## src/rtl/rle_unpack_writer.sv

```systemverilog
// Expands (symbol, repeat-count) pairs into a memory frame: addr 0 holds the
// payload length, addr 1..len the expanded bytes. Optional macro: RLE_UNPACK_OVF_EN.
module rle_unpack_writer #(
  parameter int unsigned ADDR_W = 8,
  parameter int unsigned DATA_W = 8
) (
  input  logic              i_clk,
  input  logic              i_reset,
  input  logic              i_start,
  input  logic              i_valid,
  output logic              o_ready,
  input  logic [DATA_W-1:0] i_data,
  input  logic [DATA_W-1:0] i_repeats,
  input  logic              i_last,
  output logic              o_mem_we,
  output logic [ADDR_W-1:0] o_mem_addr,
  output logic [DATA_W-1:0] o_mem_wdata,
  output logic              o_done,
  output logic [ADDR_W-1:0] o_len
`ifdef RLE_UNPACK_OVF_EN
  ,
  output logic              o_overflow
`endif
);

  localparam logic [ADDR_W-1:0] CAP = '1;

  typedef enum logic [2:0] {
    S_IDLE,
    S_ACCEPT,
    S_EXPAND,
    S_HEADER,
    S_DONE
  } state_t;

  state_t            state_q, state_d;
  logic [ADDR_W-1:0] len_q, len_d;
  logic [ADDR_W-1:0] olen_q, olen_d;
  logic [DATA_W-1:0] data_q, data_d;
  logic [DATA_W-1:0] cnt_q, cnt_d;
  logic              last_q, last_d;
  logic              done_q, done_d;
  logic              full;
`ifdef RLE_UNPACK_OVF_EN
  logic              ovf_q, ovf_d;
`endif

  // The payload pointer is always len+1, so only the length is stored.
  assign full = (len_q == CAP);

  always_comb begin
    state_d     = state_q;
    len_d       = len_q;
    olen_d      = olen_q;
    data_d      = data_q;
    cnt_d       = cnt_q;
    last_d      = last_q;
    done_d      = done_q;
`ifdef RLE_UNPACK_OVF_EN
    ovf_d       = ovf_q;
`endif
    o_ready     = 1'b0;
    o_mem_we    = 1'b0;
    o_mem_addr  = '0;
    o_mem_wdata = '0;

    case (state_q)
      S_IDLE, S_DONE: begin
        if (i_start) begin
          state_d = S_ACCEPT;
          len_d   = '0;
          done_d  = 1'b0;
`ifdef RLE_UNPACK_OVF_EN
          ovf_d   = 1'b0;
`endif
        end
      end
      S_ACCEPT: begin
        o_ready = 1'b1;
        if (i_valid) begin
          if (i_repeats != '0) begin
            data_d  = i_data;
            cnt_d   = i_repeats;
            last_d  = i_last;
            state_d = S_EXPAND;
          end else if (i_last) begin
            state_d = S_HEADER;
          end
        end
      end
      S_EXPAND: begin
        if (!full) begin
          o_mem_we    = 1'b1;
          o_mem_addr  = len_q + ADDR_W'(1);
          o_mem_wdata = data_q;
          len_d       = len_q + ADDR_W'(1);
        end else begin
`ifdef RLE_UNPACK_OVF_EN
          ovf_d = 1'b1;
`endif
        end
        cnt_d = cnt_q - DATA_W'(1);
        if (cnt_q == DATA_W'(1)) begin
          state_d = last_q ? S_HEADER : S_ACCEPT;
        end
      end
      S_HEADER: begin
        o_mem_we    = 1'b1;
        o_mem_addr  = '0;
        o_mem_wdata = DATA_W'(len_q);
        olen_d      = len_q;
        done_d      = 1'b1;
        state_d     = S_DONE;
      end
      default: state_d = S_IDLE;
    endcase

    // Outputs are decoded from state, so the reset cycle itself must be masked.
    if (i_reset) begin
      o_ready     = 1'b0;
      o_mem_we    = 1'b0;
      o_mem_addr  = '0;
      o_mem_wdata = '0;
    end
  end

  always_ff @(posedge i_clk) begin
    if (i_reset) begin
      state_q <= S_IDLE;
      len_q   <= '0;
      olen_q  <= '0;
      data_q  <= '0;
      cnt_q   <= '0;
      last_q  <= 1'b0;
      done_q  <= 1'b0;
`ifdef RLE_UNPACK_OVF_EN
      ovf_q   <= 1'b0;
`endif
    end else begin
      state_q <= state_d;
      len_q   <= len_d;
      olen_q  <= olen_d;
      data_q  <= data_d;
      cnt_q   <= cnt_d;
      last_q  <= last_d;
      done_q  <= done_d;
`ifdef RLE_UNPACK_OVF_EN
      ovf_q   <= ovf_d;
`endif
    end
  end

  assign o_done = done_q;
  assign o_len  = olen_q;
`ifdef RLE_UNPACK_OVF_EN
  assign o_overflow = ovf_q;
`endif

endmodule

```

## config.mk

```make
export PLATFORM = sky130hd
export DESIGN_NAME = rle_unpack_writer
export DESIGN_NICKNAME = d
export VERILOG_FILES = /design/src/rtl/rle_unpack_writer.sv
export SDC_FILE = /design/constraint.sdc
export NUM_CORES = 1
export LEC_CHECK = 0
export CORE_MARGIN = 10
export CORE_UTILIZATION = 52
export CTS_BUF_LIST = sky130_fd_sc_hd__clkbuf_16
export DETAILED_ROUTE_END_ITERATION = 10
export PLACE_DENSITY = 0.9
export REMOVE_ABC_BUFFERS = 1
export SYNTH_ARGS = -nofsm -noshare
export SYNTH_HDL_FRONTEND = slang
export SYNTH_SLANG_ARGS = --single-unit
```

## constraint.sdc

```tcl
create_clock -name i_clk -period 4.1 [get_ports i_clk]
set_clock_uncertainty 0.15 [all_clocks]
set_input_delay 0.82 -clock i_clk [delete_from_list [all_inputs] [get_ports i_clk]]
set_output_delay 0.82 -clock i_clk [all_outputs]
set_load 0.03 [all_outputs]
```

==> impl_metrics.env, run 1 <==
export IMPL_status="finished clean"
export IMPL_netlist_area_um2=1921
export IMPL_rr_startpoint="len_q[0]$_SDFFE_PP0P_"
export IMPL_numPortBuffers=47
export IMPL_hp_start="data_q[1]$_SDFFE_PP0P_"
export IMPL_comb_power_share_pct=18.0
export IMPL_slew_headroom_pct=58.42
export IMPL_cts_clk_slew_worst_paths_ns=0.05
export IMPL_dr_first_iter_drc_count=203
export IMPL_start_kind="flop"
export IMPL_wire_per_inst_um=15.49
export IMPL_cts_made_buffers=5
export IMPL_finalCoreUtilization_pct=70.78
export IMPL_end_kind="output port"
export IMPL_max_freq_ghz=0.2897
export IMPL_hold_end="data_q[1]$_SDFFE_PP0P_"
export IMPL_clock_latency_ns=0.28
export IMPL_setup_viol=0
export IMPL_yosysSeqAreaShare_pct=38.57
export IMPL_post_cts_buffers=0
export IMPL_dieWidth_um=80.78
export IMPL_ant_nets=0
export IMPL_clockPowerShare_pct=44.2
export IMPL_ys_warnings_count=0
export IMPL_cts_resized=0
export IMPL_maxCapViolations=0
export IMPL_cp_common_cell="and3_1"
export IMPL_antenna_cells=0
export IMPL_hold_depth=2
export IMPL_finalNonFillerCells=346
export IMPL_ys_types=46
export IMPL_via_count=2007
export IMPL_drc_errors=0
export IMPL_syn_avg_cell_area_um2=7.473
export IMPL_yosysTopAreaCellShare_pct=38.57
export IMPL_p_sw_mw=0.2907
export IMPL_r2r_end="len_q[1]$_SDFFE_PP0P_"
export IMPL_p_leak_nw=0.8722
export IMPL_cp_required_ns=3.13
export IMPL_ys_ff_latch=37
export IMPL_holdCritPathClass="reg -> reg"
export IMPL_yosys_top_cells_count="55 x nand2_1, 41 x a21oi_1, 37 x dfxtp_1, 15 x nor2_1, 11 x clkbuf_1"
export IMPL_die_y_um=80.78
export IMPL_layout_nets=321
export IMPL_boundaryPins=48
export IMPL_timing_final_crit_share_pct=84.20
export IMPL_initial_core_util_pct=53.26
export IMPL_routed_via_density=5.801
export IMPL_rsz0062_at_grt="false"
export IMPL_slowest_delay_ns=0.70
export IMPL_synth_edf_count=0
export IMPL_drv_slew=0
export IMPL_rows=22
export IMPL_grt_max_degree=19
export IMPL_area_delta_synth_final_pct=32.90
export IMPL_synth_ff_type="dfxtp_1"
export IMPL_grt_antenna_before_repair=0
export IMPL_dp_hpwl_mm=3.868
export IMPL_path_cells="ha_1 > and3_1 > and3_1 > xnor2_1 > nor3_1 > clkdlybuf4s50_1"
export IMPL_r2r_setup_slack_ns=1.88
export IMPL_reg2reg_depth=5
export IMPL_fill_cells=283
export IMPL_synthCells=257
export IMPL_crit_slowest_cell="clkdlybuf4s50_1"
export IMPL_ir_worst_vdd_mv=0.3063
export IMPL_seq_power_share_pct=37.9
export IMPL_critPathKind="reg -> out"
export IMPL_dr_pass1_iters=4
export IMPL_fp_dieArea_um2=6525
export IMPL_min_period_ns=3.452
export IMPL_place_congestion=0.9448
export IMPL_critPathMaxFanout=8
export IMPL_clockBufferDepth=2
export IMPL_grt_pass1_vias=1882
export IMPL_core_um2=3606
export IMPL_grt_pass1_wl_mm=8.728
export IMPL_yosysTopAreaCell="dfxtp_1"
export IMPL_synth_most_common_cell="nand2_1"
export IMPL_cts_hold_fix_buffers=0
export IMPL_p_int_mw=0.8156
export IMPL_root_buffer="clkbuf_16"
export IMPL_clock_sinks=37
export IMPL_routed_wirelength_mm=5.358
export IMPL_overflow=0
export IMPL_cts_htree_levels=2
export IMPL_synthArstFlopShare_pct=0
export IMPL_dp_cells=338
export IMPL_tritoncts="built"
export IMPL_cp_data_arrival_time_ns=2.48
export IMPL_swShare_pct=26.28
export IMPL_hold_violations=0
export IMPL_gr_usage_all_layers_pct=16.42
export IMPL_drive_above_1_share_pct=12.08
export IMPL_worstMarginPinSlew_ns=0.6181
export IMPL_p_per_area_nw_per_um2=433.4
export IMPL_fin_setup_tns_ns=0
export IMPL_synth_area_leaders="dfxtp_1 39%, nand2_1 11%, a21oi_1 11%"
worst max path at each step:
stage / start / endpoint / depth (start not counted)
after floorplan: state_q[1]$_SDFFE_PP0P_ / o_mem_wdata[0] / 4
after global placement: i_reset / o_mem_addr[3] / 5
after detailed placement: i_reset / o_mem_addr[2] / 5
after CTS: len_q[0]$_SDFFE_PP0P_ / o_mem_addr[6] / 6
after global routing: len_q[0]$_SDFFE_PP0P_ / o_mem_addr[6] / 6
final: len_q[0]$_SDFFE_PP0P_ / o_mem_addr[6] / 6
final cells by class:
type	instances	area, um2	share of cell area, %
Inverter	6	22.52	0.8824
Tap cell	48	60.06	2.353
Timing Repair Buffer	53	475.5	18.63
Clock buffer	5	125.1	4.902
Clock inverter	3	65.06	2.549
Multi-Input combinational cell	194	1064	41.67
Sequential cell	37	740.7	29.02
logic make-up (layout without fill, tap and decap cells):
logic type | count (synthesis) | count (layout) | synth area share, %
AND/OR/NAND/NOR | 109 | 109 | 26.45
AO/OA/AOI/OAI | 75 | 75 | 23.78
XOR/XNOR | 7 | 7 | 3.192
flip-flops | 37 | 37 | 38.57
adder cells (fa/ha/maj) | 3 | 3 | 1.955
buffers and inverters | 26 | 67 | 6.059
cells in the final DEF, fill, tap and decap left out, types with 2 or more instances in the layout:
cell / count
nor2_1: 15
or3_1: 2
nand3_1: 7
nand2_1: 55
nand2b_1: 2
o211ai_1: 2
nor2b_1: 2
dfxtp_1: 37
buf_4: 22
clkbuf_16: 5
nand4_1: 2
a21oi_1: 41
o21ai_0: 7
o21a_1: 3
a31oi_1: 6
and3_1: 3
xnor2_1: 6
or4_1: 2
a32oi_1: 2
nand3b_1: 3
nor3_1: 7
ha_1: 3
inv_1: 6
o31ai_1: 2
nor4_1: 4
bufinv_16: 2
clkdlybuf4s50_1: 31
a211oi_1: 2
routing by layer:
layer  up-vias  GRT usage (%)  part of all wire (%)
li1        983              -                     -
met1       938          18.12                    41
met2        80          28.26                    50
met3         6          5.629                   8.1
met4         0          6.747                   1.0
met5         -              0                     0
power by group through the flow:
stage	Sequential (mW)	Combinational, mW	Clock (mW)
floorplan	0.418	0.123	0
global placement	0.424	0.189	0
detailed placement	0.424	0.193	0
CTS	0.418	0.196	0.494
global route	0.423	0.218	0.502
finish	0.419	0.199	0.489
stage by stage:
step | instance area (um2) | power, mW | setup WS, ns | hold WS (ns)
final | 2552 | 1.106 | 0.6478 | 0.3047
after global routing | 2552 | 1.144 | 0.5046 | 0.3190
after CTS | 2552 | 1.108 | 0.6362 | 0.3043
after detailed placement | 2362 | 0.6177 | 0.7177 | 0.2968
after global placement | 2362 | 0.6128 | 0.7559 | 0.2906
after floorplan | 1827 | 0.5408 | 1.121 | 0.2805
registers in the layout, summed over array words and instances (netlist names):
signal,cells
o_done,1
len_q,8
last_q,1
cnt_q,8
data_q,8
o_len,8
state_q,3
worst max-delay path: cells and delay by family, from the launching register on:
family        cells  cell delay (ns)
xor+xnor          1             0.08
flops             1             0.48
simple gates      3             0.65
buf+inv           1             0.70
fa+ha+maj         1             0.30
No activity file was read; power rests on OpenSTA's default activity.
==> inputs of run 2 (changes only) <==
- CORE_UTILIZATION: 52 -> 44
- PLACE_DENSITY: 0.9 -> 0.82
- clock period: 4.1 -> 2.95 ns (I/O delays scaled with it)
==> run 2 against run 1 <==
Compared with the run above:
- design area down 0.29%
- die area is 14% higher
- sequential share of layout area is 0.086 points higher
- register-to-register slack got worse by 1.1 ns
- wire length shrank 3.0%
- non-clock buffer count increased by 3
- total power increased by 31%
- utilization is 8.9 points lower
- largest cell class unchanged
- largest power group unchanged
- highest routed layer unchanged
==> impl_metrics.env, run 2 (synthesis results as in run 1) <==
export IMPL_status="finished clean"
export IMPL_comb_power_share_pct=19.2
export IMPL_ir_worst_vdd_mv=0.2878
export IMPL_rr_startpoint="len_q[0]$_SDFFE_PP0P_"
export IMPL_cp_required_ns=2.21
export IMPL_fp_dieArea_um2=7408
export IMPL_hp_start="o_len[6]$_SDFFE_PP0N_"
export IMPL_seq_power_share_pct=40.2
export IMPL_cts_resized=0
export IMPL_r2r_end="len_q[3]$_SDFFE_PP0P_"
export IMPL_r2r_setup_slack_ns=0.76
export IMPL_boundaryPins=48
export IMPL_rsz0062_at_grt="false"
export IMPL_setup_viol=0
export IMPL_dp_hpwl_mm=3.951
export IMPL_numPortBuffers=47
export IMPL_pre_cts_ws_ns=0.2733
export IMPL_layout_nets=324
export IMPL_finalCoreUtilization_pct=61.84
export IMPL_core_um2=4115
export IMPL_gr_usage_all_layers_pct=14.06
export IMPL_p_sw_mw=0.3996
export IMPL_ant_nets=0
export IMPL_dr_first_iter_drc_count=113
export IMPL_wire_per_inst_um=14.81
export IMPL_worstMarginPinSlew_ns=0.6011
export IMPL_routed_via_density=5.601
export IMPL_dieWidth_um=86.07
export IMPL_hold_depth=2
export IMPL_cp_data_arrival_time_ns=2.00
export IMPL_timing_final_crit_share_pct=92.86
export IMPL_drc_errors=0
export IMPL_dr_pass1_iters=4
export IMPL_end_kind="output port"
export IMPL_max_freq_ghz=0.3651
export IMPL_antenna_cells=0
export IMPL_die_y_um=86.07
export IMPL_tritoncts="built"
export IMPL_start_kind="flop"
export IMPL_via_count=1966
export IMPL_rows=23
export IMPL_grt_pass1_vias=1921
export IMPL_dpl_cell_area_um2=2382
export IMPL_place_congestion=0.9302
export IMPL_swShare_pct=27.56
export IMPL_routed_wirelength_mm=5.197
export IMPL_cts_htree_levels=2
export IMPL_maxCapViolations=0
export IMPL_hold_end="o_len[6]$_SDFFE_PP0N_"
export IMPL_min_period_ns=2.739
export IMPL_layout_setup_ws_ns=0.2107
export IMPL_fin_setup_tns_ns=0
export IMPL_final_cell_mix="55 x nand2_1, 41 x a21oi_1, 37 x dfxtp_1"
export IMPL_reg2reg_depth=5
export IMPL_p_int_mw=1.050
export IMPL_post_cts_buffers=0
export IMPL_cts_made_buffers=5
export IMPL_fill_cells=369
export IMPL_grt_pass1_wl_mm=8.680
export IMPL_holdCritPathClass="reg -> reg"
export IMPL_clock_latency_ns=0.28
export IMPL_clock_sinks=37
export IMPL_drive_above_1_share_pct=12.96
export IMPL_crit_start="state_q[1]$_SDFFE_PP0P_"
export IMPL_grt_antenna_before_repair=0
export IMPL_cts_hold_fix_buffers=0
export IMPL_p_per_area_nw_per_um2=569.8
export IMPL_root_buffer="clkbuf_16"
export IMPL_clockPowerShare_pct=40.5
export IMPL_slew_headroom_pct=59.56
export IMPL_p_leak_nw=0.8790
export IMPL_hold_violations=0
export IMPL_critPathKind="reg -> out"
export IMPL_area_delta_synth_final_pct=32.51
export IMPL_overflow=0
export IMPL_grt_max_degree=25
export IMPL_initial_core_util_pct=46.67
export IMPL_cts_clk_slew_worst_paths_ns=0.06
export IMPL_critPathMaxFanout=12
export IMPL_drv_slew=0
export IMPL_final_common_cell="nand2_1"
export IMPL_clockBufferDepth=2
export IMPL_final_area_um2=2545
-- run 2: cell types whose count changed in the layout (fill, tap and decap cells not counted) --
cell             change
buf_4                +5
clkinv_1             +1
bufinv_16            -1
inv_1                +1
clkdlybuf4s50_1      -2
clkinv_2             -1
-- run 2: power groups by stage --
| stage | clock (mW) | sequential [mW] | combinational (mW) |
|---|---|---|---|
| after global routing | 0.614 | 0.589 | 0.309 |
| after floorplan | 0 | 0.581 | 0.171 |
| final | 0.588 | 0.583 | 0.279 |
| after detailed placement | 0 | 0.591 | 0.276 |
| after global placement | 0 | 0.591 | 0.272 |
| after CTS | 0.598 | 0.581 | 0.277 |
-- run 2: worst max path at each step --
stage               slack [ns]  cells after the start        endpoint
floorplan                 0.20                      4  o_mem_wdata[0]
global placement          0.28                      4   o_mem_addr[5]
detailed placement        0.27                      4   o_mem_addr[7]
CTS                       0.21                      4   o_mem_addr[7]
global route               0.1                      6   o_mem_addr[6]
finish                    0.21                      4   o_mem_addr[7]
-- run 2: final cells by class --
class                      instances  area (um2)  share of cell area (%)
multi-input combinational        194        1064                   41.79
inverter                           6       22.52                  0.8850
timing repair buffer              56       493.0                   19.37
clock buffer                       5       125.1                   4.916
sequential                        37       740.7                   29.11
clock inverter                     3       37.54                   1.475
tap                               50       62.56                   2.458
-- run 2: metrics by stage --
step	instances	hold WS [ns]	power, mW
3_5_place_dp	343	0.2975	0.8670
6_report	351	0.3044	1.450
2_1_floorplan	237	0.2805	0.7517
5_1_grt	351	0.3215	1.512
4_1_cts	351	0.3047	1.456
3_3_place_gp	343	0.2925	0.8632
-- run 2: worst max-delay path: stages (launching register included) --
cell and delay (ns):
dfxtp_1 0.52, or3b_1 0.40, or3_1 0.49, nor2_1 0.15, buf_4 0.17
-- run 2: metal layers --
metal / global-route usage (%) / routed length, um / vias to the layer above / part of all wire (%)
met5: 0 / 0 / - / 0
met4: 4.641 / 56 / 0 / 1.1
met3: 4.920 / 341 / 6 / 6.6
met2: 24.21 / 2542 / 62 / 49
met1: 15.67 / 2257 / 904 / 43
li1: - / - / 994 / -
==> inputs of run 3 (changes only) <==
- CORE_UTILIZATION: 44 -> 49
- PLACE_DENSITY: 0.82 -> 0.86
- clock period: 2.95 -> 3.1 ns (I/O delays scaled with it)
==> run 3 against run 2 <==
Compared with the run above:
- setup slack improved by 0.11 ns
- cell count shrank 1.4%
- count of clock-buffer cells in the layout unchanged
- total power shrank 4.6%
- design area decreased by 0.84%
- utilization rose by 6.1 points
- first-iteration DRC count up 7.1%
- sequential share of layout area grew 0.25 points
- wire length rose by 0.33%
- critical endpoint is now o_mem_addr[5]
- largest cell class unchanged
- highest routed layer unchanged
==> impl_metrics.env, run 3 (synthesis results as in run 1) <==
export IMPL_cts_resized=0
export IMPL_fin_setup_tns_ns=0
export IMPL_critPathKind="reg -> out"
export IMPL_clockBufferDepth=2
export IMPL_route_met2_wl_mm=2.624
export IMPL_max_freq_ghz=0.3600
export IMPL_worstMarginPinSlew_ns=0.6432
export IMPL_grt_pass1_wl_mm=8.286
export IMPL_clock_sinks=37
export IMPL_rsz0062_at_grt="false"
export IMPL_initial_core_util_pct=51.68
export IMPL_dieWidth_um=82.61
export IMPL_boundaryPins=48
export IMPL_via_count=1960
export IMPL_min_period_ns=2.778
export IMPL_cts_htree_levels=2
export IMPL_drv_slew=0
export IMPL_critPathMaxFanout=12
export IMPL_timing_final_crit_share_pct=89.60
export IMPL_tritoncts="built"
export IMPL_drive_above_1_share_pct=12.42
export IMPL_grt_pass1_vias=1846
export IMPL_setup_viol=0
export IMPL_p_per_area_nw_per_um2=548.1
export IMPL_start_kind="flop"
export IMPL_dr_first_iter_drc_count=121
export IMPL_gr_usage_all_layers_pct=15.25
export IMPL_status="finished clean"
export IMPL_root_buffer="clkbuf_16"
export IMPL_wire_per_inst_um=15.07
export IMPL_post_cts_buffers=0
export IMPL_fill_cells=339
export IMPL_dp_hpwl_mm=3.852
export IMPL_maxCapViolations=0
export IMPL_end_kind="output port"
export IMPL_place_congestion=0.9212
export IMPL_m1WireLength_mm=2.115
export IMPL_routed_wirelength_mm=5.214
export IMPL_slowest_delay_ns=0.51
export IMPL_routed_via_density=5.665
export IMPL_top_layer_used="met4"
export IMPL_cts_clk_slew_worst_paths_ns=0.06
export IMPL_numPortBuffers=47
export IMPL_r2r_setup_slack_ns=0.91
export IMPL_cp_data_arrival_time_ns=2.01
export IMPL_core_um2=3716
export IMPL_path_cells="or3b_1 > or3_1 > nor2_1 > buf_4"
export IMPL_holdCritPathClass="reg -> reg"
export IMPL_cp_required_ns=2.33
export IMPL_route_met3_wl_um=411
export IMPL_clock_latency_ns=0.28
export IMPL_hold_violations=0
export IMPL_final_common_cell="nand2_1"
export IMPL_area_delta_synth_final_pct=31.40
export IMPL_grt_antenna_before_repair=0
export IMPL_p_leak_nw=0.8594
export IMPL_rows=22
export IMPL_drc_errors=0
export IMPL_slew_headroom_pct=56.72
export IMPL_dr_pass1_iters=4
export IMPL_overflow=0
export IMPL_layout_nets=321
export IMPL_cts_hold_fix_buffers=0
export IMPL_ir_worst_vdd_mv=0.2840
export IMPL_antenna_cells=0
export IMPL_crit_slowest_cell="dfxtp_1"
export IMPL_critPathTopFamily="simple AND/OR/NAND/NOR gates"
export IMPL_ant_nets=0
export IMPL_die_y_um=82.61
export IMPL_final_cell_mix="55 x nand2_1, 41 x a21oi_1, 37 x dfxtp_1"
export IMPL_p_total_mw=1.383
export IMPL_grt_max_degree=32
export IMPL_cts_made_buffers=5
export IMPL_cp_num_buf_inv=1
export IMPL_fp_dieArea_um2=6824
[run 3: cell count changes in the layout (fill, tap and decap cells not counted)]
cell / previous run / this run
inv_1: 7 / 6
clkinvlp_4: 0 / 1
buf_4: 27 / 24
[run 3: layout make-up]
class                           instances  area [um2]  share of cell area (%)
Multi-Input combinational cell        194        1064                   42.14
Timing Repair Buffer                   53       470.5                   18.64
Sequential cell                        37       740.7                   29.35
Clock buffer                            5       125.1                   4.958
Tap cell                               48       60.06                   2.380
Inverter                                6       22.52                  0.8924
Clock inverter                          3       41.29                   1.636
[run 3: worst reg2reg max path: cells and delay by family, from the launching register on]
kind,cells,cell delay (ns)
adder cells (fa/ha/maj),1,0.29
AO/OA/AOI/OAI,2,0.78
AND/OR/NAND/NOR,2,0.41
flip-flops,1,0.46
[run 3: path summary, 6_finish.rpt]
path / startpoint / to / depth (start not counted)
setup / recovery: state_q[1]$_SDFFE_PP0P_ / o_mem_addr[5] / 4
hold / removal: o_len[6]$_SDFFE_PP0N_ / o_len[6]$_SDFFE_PP0N_ / 2
setup reg to reg: len_q[0]$_SDFFE_PP0P_ / len_q[3]$_SDFFE_PP0P_ / 5
hold reg to reg: o_len[6]$_SDFFE_PP0N_ / o_len[6]$_SDFFE_PP0N_ / 2
[run 3: per-stage QoR]
stage	hold WS [ns]	setup slack [ns]	area, um2	utilization (%)	cells
floorplan	0.2805	0.3212	1827	-	237
global placement	0.2942	0.3911	2357	63.43	338
detailed placement	0.2971	0.3216	2357	63.43	338
CTS	0.3047	0.2821	2524	67.91	346
global route	0.3214	0.1988	2524	67.91	346
finish	0.3027	0.3225	2524	67.91	346
[run 3: layer usage]
metal	up-vias	GRT usage (%)
met5	-	0
met4	0	4.682
met3	9	5.508
met2	65	27.60
met1	901	16.14
li1	985	-
[run 3: report_power, final]
| group | internal (mW) | switching [mW] | total (mW) | leakage (nW) |
|---|---|---|---|---|
| Combinational | 0.109 | 0.152 | 0.261 | 0.482 |
| Clock | 0.376 | 0.194 | 0.570 | 0.0775 |
| Sequential | 0.512 | 0.0406 | 0.553 | 0.300 |
